<file path="src/rtl/cdb_result_queue_pkg.sv">
// cdb_result_queue_pkg: CDB result record and default queue depth shared by the result queues.
package cdb_result_queue_pkg;
    localparam int CDB_Q_DEPTH = 4;
    typedef struct packed {
        logic        valid;
        logic [4:0]  rob_id;
        logic [5:0]  pd;
        logic [4:0]  rd;
        logic [31:0] rd_v;
    } cdb_t;
endpackage

</file>
<file path="src/rtl/cdb_result_queue.sv">
// cdb_result_queue: per-unit FIFO of completed results feeding one CDB arbiter input.
// Optional macro CDB_QUEUE_BYPASS_EN: an empty queue forwards in_result to out_cdb in the same cycle.
module cdb_result_queue
    import cdb_result_queue_pkg::*;
#(
    parameter int DEPTH = CDB_Q_DEPTH,
    localparam int PTR_W = $clog2(DEPTH)
) (
    input  logic           clk,
    input  logic           rst,
    input  logic           flush,
    input  logic           in_valid,
    input  cdb_t           in_result,
    output logic           in_ready,
    input  logic           ack,
    output cdb_t           out_cdb,
    output logic [PTR_W:0] count
);
    localparam logic [PTR_W:0] FULL = (PTR_W + 1)'(DEPTH);

    cdb_t            mem [DEPTH];
    logic [PTR_W-1:0] rd_ptr, wr_ptr;
    logic [PTR_W:0]   occ;
    cdb_t            wdata, head;
    logic            empty, byp, push, pop;

    always_comb begin
        wdata = in_result;
        wdata.valid = 1'b1;
        head = mem[rd_ptr];
        head.valid = 1'b1;
    end

    assign empty    = occ == '0;
    assign in_ready = occ != FULL;
`ifdef CDB_QUEUE_BYPASS_EN
    assign byp = empty & in_valid & ~flush;
`else
    assign byp = 1'b0;
`endif
    // A bypassed result that is acked this cycle is consumed and never stored
    assign push    = in_valid & in_ready & ~flush & ~(byp & ack);
    assign pop     = ack & ~empty & ~flush;
    assign out_cdb = !empty ? head : (byp ? wdata : '0);
    assign count   = occ;

    always_ff @(posedge clk) begin
        if (rst || flush) begin
            rd_ptr <= '0;
            wr_ptr <= '0;
            occ    <= '0;
        end else begin
            if (push) wr_ptr <= wr_ptr + PTR_W'(1);
            if (pop) rd_ptr <= rd_ptr + PTR_W'(1);
            occ <= occ + (PTR_W + 1)'(push) - (PTR_W + 1)'(pop);
        end
    end

    always_ff @(posedge clk) begin
        if (push) mem[wr_ptr] <= wdata;
    end
endmodule

</file>
<file path="config.mk">
export PLATFORM = sky130hd
export DESIGN_NAME = cdb_result_queue
export DESIGN_NICKNAME = d
export VERILOG_FILES = /design/src/rtl/cdb_result_queue_pkg.sv /design/src/rtl/cdb_result_queue.sv
export SDC_FILE = /design/constraint.sdc
export NUM_CORES = 1
export LEC_CHECK = 0
export CELL_PAD_IN_SITES_DETAIL_PLACEMENT = 1
export CELL_PAD_IN_SITES_GLOBAL_PLACEMENT = 1
export CORE_ASPECT_RATIO = 0.8
export CORE_MARGIN = 5
export CORE_UTILIZATION = 47
export CTS_CLUSTER_SIZE = 20
export DETAILED_ROUTE_END_ITERATION = 8
export GPL_ROUTABILITY_DRIVEN = 0
export PLACE_DENSITY_LB_ADDON = 0.1
export SYNTH_ARGS = -nofsm -noshare
export SYNTH_HDL_FRONTEND = slang
export SYNTH_SLANG_ARGS = --single-unit
export TNS_END_PERCENT = 1
</file>
<file path="constraint.sdc">
create_clock -name clk -period 2.6 [get_ports clk]
set_input_delay 0.39 -clock clk [delete_from_list [all_inputs] [get_ports clk]]
set_output_delay 0.39 -clock clk [all_outputs]
set_load 0.005 [all_outputs]
</file>
==> results of run 1 <==
==> tightest hold or removal path: stages (launching register included) <==
cell	delay, ps
dfxtp_1	340
nand2_1	60
o21ai_0	60
==> layer usage <==
| layer | wire (µm) | share of wire | vias to the layer above |
|---|---|---|---|
| met1 | 6720 | 0.43 | 1955 |
| li1 | - | - | 1699 |
| met5 | 0 | 0 | - |
| met4 | 263 | 0.017 | 0 |
| met3 | 822 | 0.053 | 19 |
| met2 | 7780 | 0.50 | 94 |
==> cells by family (layout without fill, tap and decap cells) <==
logic type	Yosys count	count (layout)	share of synthesized area
fa+ha+maj	7	7	0.0123
compound gates	4	4	0.00340
xor+xnor	4	4	0.00453
simple gates	68	68	0.0557
mux	48	48	0.140
buf+inv	22	170	0.0152
flops	201	201	0.769
==> through the flow <==
step | hold slack [ps] | TNS (ps)
after CTS | 509 | -169
after global placement | 490 | 0
after global routing | 533 | -79.6
after detailed placement | 501 | -121
after floorplan | 461 | 0
final | 500 | 0
==> cell usage after synthesis (all sizes together) (2+ instances only) <==
library cell	instances	area (µm²)
and2	3	21.3
and2b	7	52.6
and3	4	27.5
buf	9	68.8
clkbuf	7	26.3
dfxtp	9	180
edfxtp	192	5770
ha	6	75.1
inv	6	22.5
mux4	48	1080
nand2	2	7.51
nand4	2	12.5
nor2	2	7.51
nor2b	42	263
nor3	5	30.0
o21ai	2	10.0
xnor2	2	17.5
xor2	2	17.5
==> registers in the layout (all words and copies together) (netlist names), named ones only <==
name    flops
count       3
mem       192
rd_ptr      2
wr_ptr      2
==> layout make-up <==
class | count | area, µm² | share of cell area
inverters | 6 | 22.5 | 0.00228
repair buffers | 128 | 1310 | 0.133
well taps | 220 | 275 | 0.0278
flip-flops and latches | 201 | 5950 | 0.602
clock buffers | 22 | 529 | 0.0535
clock inverters | 14 | 116 | 0.0118
multi-input cells | 131 | 1680 | 0.170
==> power groups by stage <==
stage | Combinational [µW] | Clock, µW | Sequential (µW)
2_1_floorplan | 133 | 0 | 3680
3_3_place_gp | 363 | 0 | 3680
4_1_cts | 358 | 2900 | 3610
5_1_grt | 382 | 3050 | 3610
3_5_place_dp | 374 | 0 | 3680
6_report | 353 | 2800 | 3610
==> worst min-delay path by stage <==
stage / startpoint / end / slack, ps / cells past startpoint
CTS: wr_ptr[0]$_SDFFE_PP0P_ / wr_ptr[0]$_SDFFE_PP0P_ / 510 / 2
finish: wr_ptr[0]$_SDFFE_PP0P_ / wr_ptr[0]$_SDFFE_PP0P_ / 500 / 2
detailed placement: wr_ptr[0]$_SDFFE_PP0P_ / wr_ptr[0]$_SDFFE_PP0P_ / 500 / 2
floorplan: rst / count[1]$_SDFF_PP0_ / 460 / 1
global route: in_result[24] / mem[3][24]$_DFFE_PP_ / 530 / 1
global placement: wr_ptr[1]$_SDFFE_PP0P_ / wr_ptr[1]$_SDFFE_PP0P_ / 490 / 2
==> repair_timing <==
action | CTS | global route
hold buffers | 0 | 0
setup buffers | 1 | 2
endpoints found under the setup margin | 45 | 7
resized for setup | 45 | 3
cloned | 0 | 0
==> out/results.ini, run 1 <==
[status]
outcome=finished, final reports clean

[worst_setup_path]
worst_ep_arrival_time_ps=2160
reg2reg_setup_slack_ps=170
critPathRequiredTime_ps=2210
worstSetupEndpointType=primary output
critical_path_cell_count=4
timing.critical_path.from_type=flop
crit_family=buffers and inverters
slowest_delay_ps=500
reg2reg_depth=11
timing.critical_path.to=out_cdb[43]
slowest_stage=mux4_2
critical_path.reg2reg.endpoint=count[2]$_SDFF_PP0_
count_of_buffer_and_inverter_cells_on_the_critical_path=2
crit_type=flop to primary output
reg2reg_from=count[0]$_SDFF_PP0_
crit_chain=buf_8, mux4_2, nor2b_1, clkdlybuf4s50_1
critical_path.max_fanout=6

[cts]
clock_tree_from_tritoncts=done
clock_buffer_count_from_cts=21
clock_path_buffers=3
clkLatencyLatePin_ps=480
htree_depth=1
clock-sinks=201
clock_tree.root_cell=clkbuf_16
worst_setup_hold_path_clk_slew_ps=60

[grt]
first_global_vias=4278
number_of_antenna_violations_at_the_first_check_in_global_routing=0
grt_pass1_wl_mm=24.5
grt-ovfl-total=0
globalRouteMet2Util=0.282
grt_max_degree=33
groute.layer.met1.usage=0.212
grt.total_usage=0.164
gr-max-usage-layer=met2
met3_usage=0.0413

[power]
fin_total_pwr_uw=6770
p_per_area_nw_per_um2=685
leakagePower_uw=0.00337
power.switching_uw=1310
logic_pwr_share=0.052
pwr-share-clk=0.414
switching_share=0.193
vdd.ir_drop.worst_mv=0.481
seq_power_share=0.534
power.internal_uw=5460

[routing]
final_antenna_net_count=0
drt_first_iter_violations=141
drt_pre_antenna_iters=4
vias_per_cell=5.22
drt_wl_total_mm=15.6
route.detailed.drc=0
vias=3767
routed_wl_per_cell_um=21.6

[flow_run]
max_cap_viol_count=0

[final_layout]
area.growth.synth_to_final_pct=27.9
post_route_cell_area_um2=9880
fillers=1411
layout_commonest_cell=edfxtp_1
commonest_non_fill_non_tap_cells_in_the_layout=192 x edfxtp_1, 63 x clkdlybuf4s50_1, 48 x mux4_2
utilization=0.605
n_antenna_cell=0
final_layout_size_suffix_gt1_frac=0.219
nets=550
stdcell_count=722

[synthesis]
postSynthRegisterBits=201
synth_warnings=0
netlist_area_um2=7730
synth_flop_cell=edfxtp_1
synth.lib_cells_used.distinct=27
synth.net_count=415
synth-seq-area-share=0.769
synth_edf_count=192
syn-instance-count=354
syn_area_per_cell_um2=21.8
async_reset_ff_frac=0

[floorplan]
row_count=42
starting_density=0.473
die_height_um=125
fp.dieW_um=153
core_um2=16300
floorplan.die_area_um2=19100
floorplan.io_pins=107

[sta]
timing.final.crit_period_ps=2550
finalMaxSlewViolations=0
relSlewSlack=0.668
timing.final.setup_violations=0
maxClockFrequency_mhz=392
rsz0062_at_grt=true
tightest_slew_ps=492
final_min_period_over_clock_period=0.980
report.final.hold_viol_count=0
fin_skew_ps=4.31
final.setup.worst_slack_ps=51.5

[worst_hold_path]
worstHoldPathType=flop to flop

[placed_design]
numPortBuffers=105
numPlacedInstances=683
hpwlAfterDp_mm=9.27
dpl_worst_slack_ps=-121
detailed_place.area_um2=9240

No activity file was read; power rests on OpenSTA's default activity.
==> run 2, diff against run 1 <==
--- a/config.mk
+++ b/config.mk
@@ -13,7 +13,8 @@
 export CTS_CLUSTER_SIZE = 20
 export DETAILED_ROUTE_END_ITERATION = 8
 export GPL_ROUTABILITY_DRIVEN = 0
-export PLACE_DENSITY_LB_ADDON = 0.1
+export GPL_TIMING_DRIVEN = 1
+export PLACE_DENSITY = 0.85
 export SYNTH_ARGS = -nofsm -noshare
 export SYNTH_HDL_FRONTEND = slang
 export SYNTH_SLANG_ARGS = --single-unit
==> run 2 against run 1 <==
Net effect:
- clock power about the same
- clock skew grew 1.3 ps
- critical path depth stayed put
- first-iteration DRC count up 48%
- final cell count rose by 0.42%
- routed wire length grew 0.64%
- count of clock-buffer cells in the layout increased by 6
- critical path type unchanged
- utilization shrank 0.16 points
- maximum frequency grew 0.82%
==> out/results.ini, run 2 (synthesis gave the netlist of run 1 again) <==
[status]
outcome=finished, final reports clean

[sta]
fin_skew_ps=5.60  ; +1.28 ps
rsz0062_at_grt=true
maxClockFrequency_mhz=396  ; +0.82%
timing.final.setup_violations=0  ; unchanged
tns_ps=0  ; unchanged
tightest_slew_ps=456  ; -35.6 ps
relSlewSlack=0.696  ; +0.0279
timing.final.crit_period_ps=2530  ; -20.7 ps
report.final.hold_viol_count=0  ; unchanged
final_min_period_over_clock_period=0.972  ; -0.00796
finalMaxSlewViolations=0  ; unchanged

[floorplan]
fp.dieW_um=153  ; unchanged
row_count=42  ; unchanged
floorplan.io_pins=107  ; unchanged
starting_density=0.473  ; unchanged
core_um2=16300  ; unchanged
floorplan.die_area_um2=19100  ; unchanged
die_height_um=125  ; unchanged

[final_layout]
final_layout_size_suffix_gt1_frac=0.214  ; -0.00526
commonest_non_fill_non_tap_cells_in_the_layout=192 x edfxtp_1, 57 x clkdlybuf4s50_1, 48 x mux4_2
layout_commonest_cell=edfxtp_1
n_antenna_cell=0  ; unchanged
stdcell_count=725  ; +0.42%
multi_input_area_um2=1680  ; unchanged
nets=553  ; +0.55%
area.growth.synth_to_final_pct=27.5
utilization=0.603  ; -0.00161
post_route_cell_area_um2=9860  ; -0.27%
largest_register_ffs=192  ; unchanged
register_with_the_most_flip_flops=mem
final-seq-area_um2=5950  ; about the same
fillers=1401  ; -0.71%

[worst_setup_path]
crit_type=flop to primary output
critical_path.max_fanout=14  ; +8
slowest_delay_ps=540  ; +40 ps
worstSetupEndpointType=primary output
critPathRequiredTime_ps=2210  ; about the same
crit_chain=buf_12, mux4_2, nor2b_1, dlygate4sd2_1
reg2reg_from=count[0]$_SDFF_PP0_
slowest_stage=mux4_2
worst_ep_arrival_time_ps=2140  ; -20 ps
timing.critical_path.from_type=flop

[grt]
number_of_antenna_violations_at_the_first_check_in_global_routing=0  ; unchanged
first_global_vias=4300  ; +0.51%
grt-ovfl-total=0  ; unchanged
grt.total_usage=0.165  ; +0.00119
grt_max_degree=50  ; +52%
grt_pass1_wl_mm=24.8  ; +1.1%

[cts]
worst_setup_hold_path_clk_slew_ps=60  ; about the same
clock-sinks=201  ; unchanged
clock_tree_from_tritoncts=done
clock_buffer_count_from_cts=21  ; unchanged
clkLatencyLatePin_ps=480  ; about the same
cts_hold_repair.buffers=0  ; unchanged
htree_depth=1  ; unchanged
clock_tree.root_cell=clkbuf_16
clock_path_buffers=3  ; unchanged

[routing]
drt_first_iter_violations=208  ; +48%
vias_per_cell=5.25  ; +0.67%
final_antenna_net_count=0  ; unchanged
vias=3808  ; +1.1%
route.detailed.drc=0  ; unchanged
routed_wl_per_cell_um=21.6  ; +0.23%
drt_wl_total_mm=15.7  ; +0.64%
drt_pre_antenna_iters=4  ; unchanged

[placed_design]
hpwlAfterDp_mm=9.87  ; +6.4%
detailed_place.area_um2=9170  ; -0.73%
numPortBuffers=105  ; unchanged
numPlacedInstances=684  ; +0.15%

[worst_hold_path]
worstHoldPathType=flop to flop
hold_path_startpoint=wr_ptr[0]$_SDFFE_PP0P_

[power]
leakagePower_uw=0.00355  ; +5.2%
p_per_area_nw_per_um2=685  ; about the same
vdd.ir_drop.worst_mv=0.620  ; +29%

[flow_run]
max_cap_viol_count=0  ; unchanged

## run 2: report_power, final
part / switching (µW) / leakage (µW) / internal [µW]
registers: 14.9 / 0.00182 / 3600
logic: 152 / 0.00142 / 196
clock network: 1110 / 0.000312 / 1680
## run 2: critical path, delay by kind of cell (launching register included)
family        cells  cell delay (ps)
mux               1              540
buf+inv           2              490
flops             1              460
simple gates      1              160
## run 2: routing by layer
| metal | global-route usage | wire [µm] | part of all wire |
|---|---|---|---|
| met1 | 0.221 | 6710 | 0.43 |
| met2 | 0.281 | 7840 | 0.50 |
| met3 | 0.0441 | 946 | 0.060 |
| met4 | 0.0234 | 187 | 0.012 |
| met5 | 0 | 0 | 0 |
## run 2: worst paths after layout
check / slack (ps) / end / cells past startpoint
setup / recovery: 70 / out_cdb[16] / 4
hold / removal: 530 / wr_ptr[0]$_SDFFE_PP0P_ / 2
setup reg to reg: 130 / count[2]$_SDFF_PP0_ / 11
hold reg to reg: 530 / wr_ptr[0]$_SDFFE_PP0P_ / 2
## run 2: cell type report
cell class / count / area share
Sequential cell: 201 / 0.604
Multi-Input combinational cell: 131 / 0.170
Timing Repair Buffer: 131 / 0.131
Clock buffer: 28 / 0.0560
Tap cell: 220 / 0.0279
Clock inverter: 8 / 0.00914
Inverter: 6 / 0.00228
## run 2: stage by stage
step           setup WS (ps)  hold slack (ps)  power [µW]
2_1_floorplan            133              461        3810
3_3_place_gp           -3.85              487        4030
3_5_place_dp            -115              524        4050
4_1_cts                -72.9              524        6850
5_1_grt                -27.8              526        7020
6_report                72.2              530        6750
## run 2: repair_timing
item | 4_1_cts | 5_1_grt
hold endpoints to repair | 0 | 0
gates resized for setup | 40 | 14
setup buffers | 3 | 2
endpoints found under the setup margin | 42 | 12
==> run 3, diff against run 2 <==
==> constraint.sdc (replaced) <==
create_clock -name clk -period 2.9 [get_ports clk]
set_input_delay 0.435 -clock clk [delete_from_list [all_inputs] [get_ports clk]]
set_output_delay 0.435 -clock clk [all_outputs]
set_load 0.005 [all_outputs]
==> run 3 against run 2 <==
Net effect:
- clock power shrank 2%
- utilization up 0.16 points
- hold slack worse by 18 ps
- largest power group unchanged
- largest cell class unchanged
- global-route usage is essentially flat
- combinational power is 5.7% lower
- clock skew rose by 3.2 ps
- sequential power down 10%
- register-to-register slack better by 120 ps
- first-iteration DRC count decreased by 9.1%
- critical endpoint is now out_cdb[21]
- cell area grew 0.27%
- via count decreased by 1.2%
- power is 6.7% lower
==> out/results.ini, run 3 (synthesis gave the netlist of run 1 again) <==
[power]
logic_pwr_share=0.052  ; about the same
power.internal_uw=5110  ; -6.7%
seq_power_share=0.514  ; -0.021
p_per_area_nw_per_um2=638  ; -6.9%
switching_share=0.189  ; about the same
pwr-share-clk=0.434  ; +0.020
power.switching_uw=1190  ; -6.7%
leakagePower_uw=0.00315  ; -11%
vdd.ir_drop.worst_mv=0.503  ; -19%

[status]
outcome=finished, final reports clean

[worst_setup_path]
timing.critical_path.from_type=flop
worstSetupEndpointType=primary output
worst_ep_arrival_time_ps=2340  ; +200 ps
crit_family=buffers and inverters
crit_type=flop to primary output
crit_chain=buf_12, mux4_2, nor2b_1, clkdlybuf4s50_1
slowest_delay_ps=520  ; -20 ps
count_of_buffer_and_inverter_cells_on_the_critical_path=2  ; unchanged
critical_path.max_fanout=13  ; -1
slowest_stage=mux4_2
critPathRequiredTime_ps=2470  ; +260 ps

[floorplan]
core_um2=16300  ; unchanged
die_height_um=125  ; unchanged
floorplan.die_area_um2=19100  ; unchanged
starting_density=0.473  ; unchanged
fp.dieW_um=153  ; unchanged
floorplan.io_pins=107  ; unchanged
row_count=42  ; unchanged

[final_layout]
stdcell_count=716  ; -1.2%
commonest_non_fill_non_tap_cells_in_the_layout=192 x edfxtp_1, 105 x clkdlybuf4s50_1, 48 x mux4_2
largest_register_ffs=192  ; unchanged
fillers=1388  ; -0.93%
layout_commonest_cell=edfxtp_1
n_antenna_cell=0  ; unchanged
final_layout_size_suffix_gt1_frac=0.206  ; -0.00822
register_with_the_most_flip_flops=mem
area.growth.synth_to_final_pct=27.9
nets=542  ; -2.0%

[cts]
clock_buffer_count_from_cts=21  ; unchanged
clkLatencyLatePin_ps=490  ; about the same
clock_tree.root_cell=clkbuf_16
cts_hold_repair.buffers=0  ; unchanged
clock_tree_from_tritoncts=done
post_cts_resize_count=0  ; -100%
clock_path_buffers=3  ; unchanged
worst_setup_hold_path_clk_slew_ps=60  ; about the same
htree_depth=1  ; unchanged
clock-sinks=201  ; unchanged

[routing]
route.detailed.drc=0  ; unchanged
drt_wl_total_mm=15.8  ; +0.50%
final_antenna_net_count=0  ; unchanged
vias=3762  ; -1.2%
drt_first_iter_violations=189  ; -9.1%
drt_pre_antenna_iters=4  ; unchanged
vias_per_cell=5.25  ; about the same
routed_wl_per_cell_um=22.0  ; +1.8%

[sta]
final_min_period_over_clock_period=0.955
rsz0062_at_grt=false
report.final.hold_viol_count=0  ; unchanged
timing.final.crit_period_ps=2770
tightest_slew_ps=499  ; +43.2 ps
finalMaxSlewViolations=0  ; unchanged
tns_ps=0  ; unchanged
timing.final.setup_violations=0  ; unchanged
relSlewSlack=0.663  ; -0.0330
maxClockFrequency_mhz=361
fin_skew_ps=8.78  ; +3.18 ps

[placed_design]
numPlacedInstances=676  ; -1.2%
numPortBuffers=105  ; unchanged
hpwlAfterDp_mm=9.50  ; -3.7%

[grt]
first_global_vias=4236  ; -1.5%
grt_pass1_wl_mm=24.6  ; -0.53%
grt_max_degree=50  ; unchanged
grt-ovfl-total=0  ; unchanged
grt.total_usage=0.165  ; about the same
number_of_antenna_violations_at_the_first_check_in_global_routing=0  ; unchanged

[flow_run]
max_cap_viol_count=0  ; unchanged

[worst_hold_path]
worstHoldPathType=flop to flop

run 3: repair_timing:
item,CTS,global route
buffers inserted,2,0
hold endpoints to repair,0,0
endpoints found under the setup margin,13,0
run 3: per-stage QoR:
step	hold slack, ps	utilization	cell area (µm²)	setup WS, ps	total power (µW)
after floorplan	469	-	7730	433	3420
after global placement	488	0.561	9160	236	3610
after detailed placement	512	0.561	9160	137	3630
after CTS	517	0.605	9880	74.5	6380
after global routing	524	0.605	9880	10.2	6540
final	512	0.605	9880	130	6300
run 3: cell type report:
type                            count  area (µm²)  share of cell area
Tap cell                          220         275              0.0278
Clock buffer                       27         548              0.0554
Multi-Input combinational cell    131        1680               0.170
Sequential cell                   201        5950               0.602
Clock inverter                     11         160              0.0162
Timing Repair Buffer              120        1250               0.127
Inverter                            6        22.5             0.00228
run 3: per-layer routing:
metal | part of all wire | global-route usage | vias up
li1 | - | - | 1677
met1 | 0.42 | 0.215 | 1955
met2 | 0.50 | 0.284 | 103
met3 | 0.053 | 0.0396 | 27
met4 | 0.022 | 0.0358 | 0
met5 | 0 | 0 | -
run 3: power by group through the flow:
| stage | Sequential [µW] | Clock (µW) | Combinational (µW) |
|---|---|---|---|
| after floorplan | 3300 | 0 | 120 |
| after global placement | 3300 | 0 | 316 |
| after detailed placement | 3300 | 0 | 329 |
| after CTS | 3240 | 2800 | 334 |
| after global routing | 3240 | 2940 | 353 |
| final | 3240 | 2730 | 328 |
run 3: final timing paths:
path                            slack, ps  cells past startpoint                   start                endpoint
worst max register to register        250                     11     count[2]$_SDFF_PP0_     count[2]$_SDFF_PP0_
worst min register to register        510                      2  wr_ptr[0]$_SDFFE_PP0P_  wr_ptr[0]$_SDFFE_PP0P_
worst max-delay path                  130                      4                    flop             out_cdb[21]
worst min-delay path                  510                      2  wr_ptr[0]$_SDFFE_PP0P_  wr_ptr[0]$_SDFFE_PP0P_
run 3: tightest hold or removal path, delay by kind of cell (launching register included):
kind / cells / cell delay, ps
AO/OA/AOI/OAI: 1 / 60
flip-flops: 1 / 340
AND/OR/NAND/NOR: 1 / 60
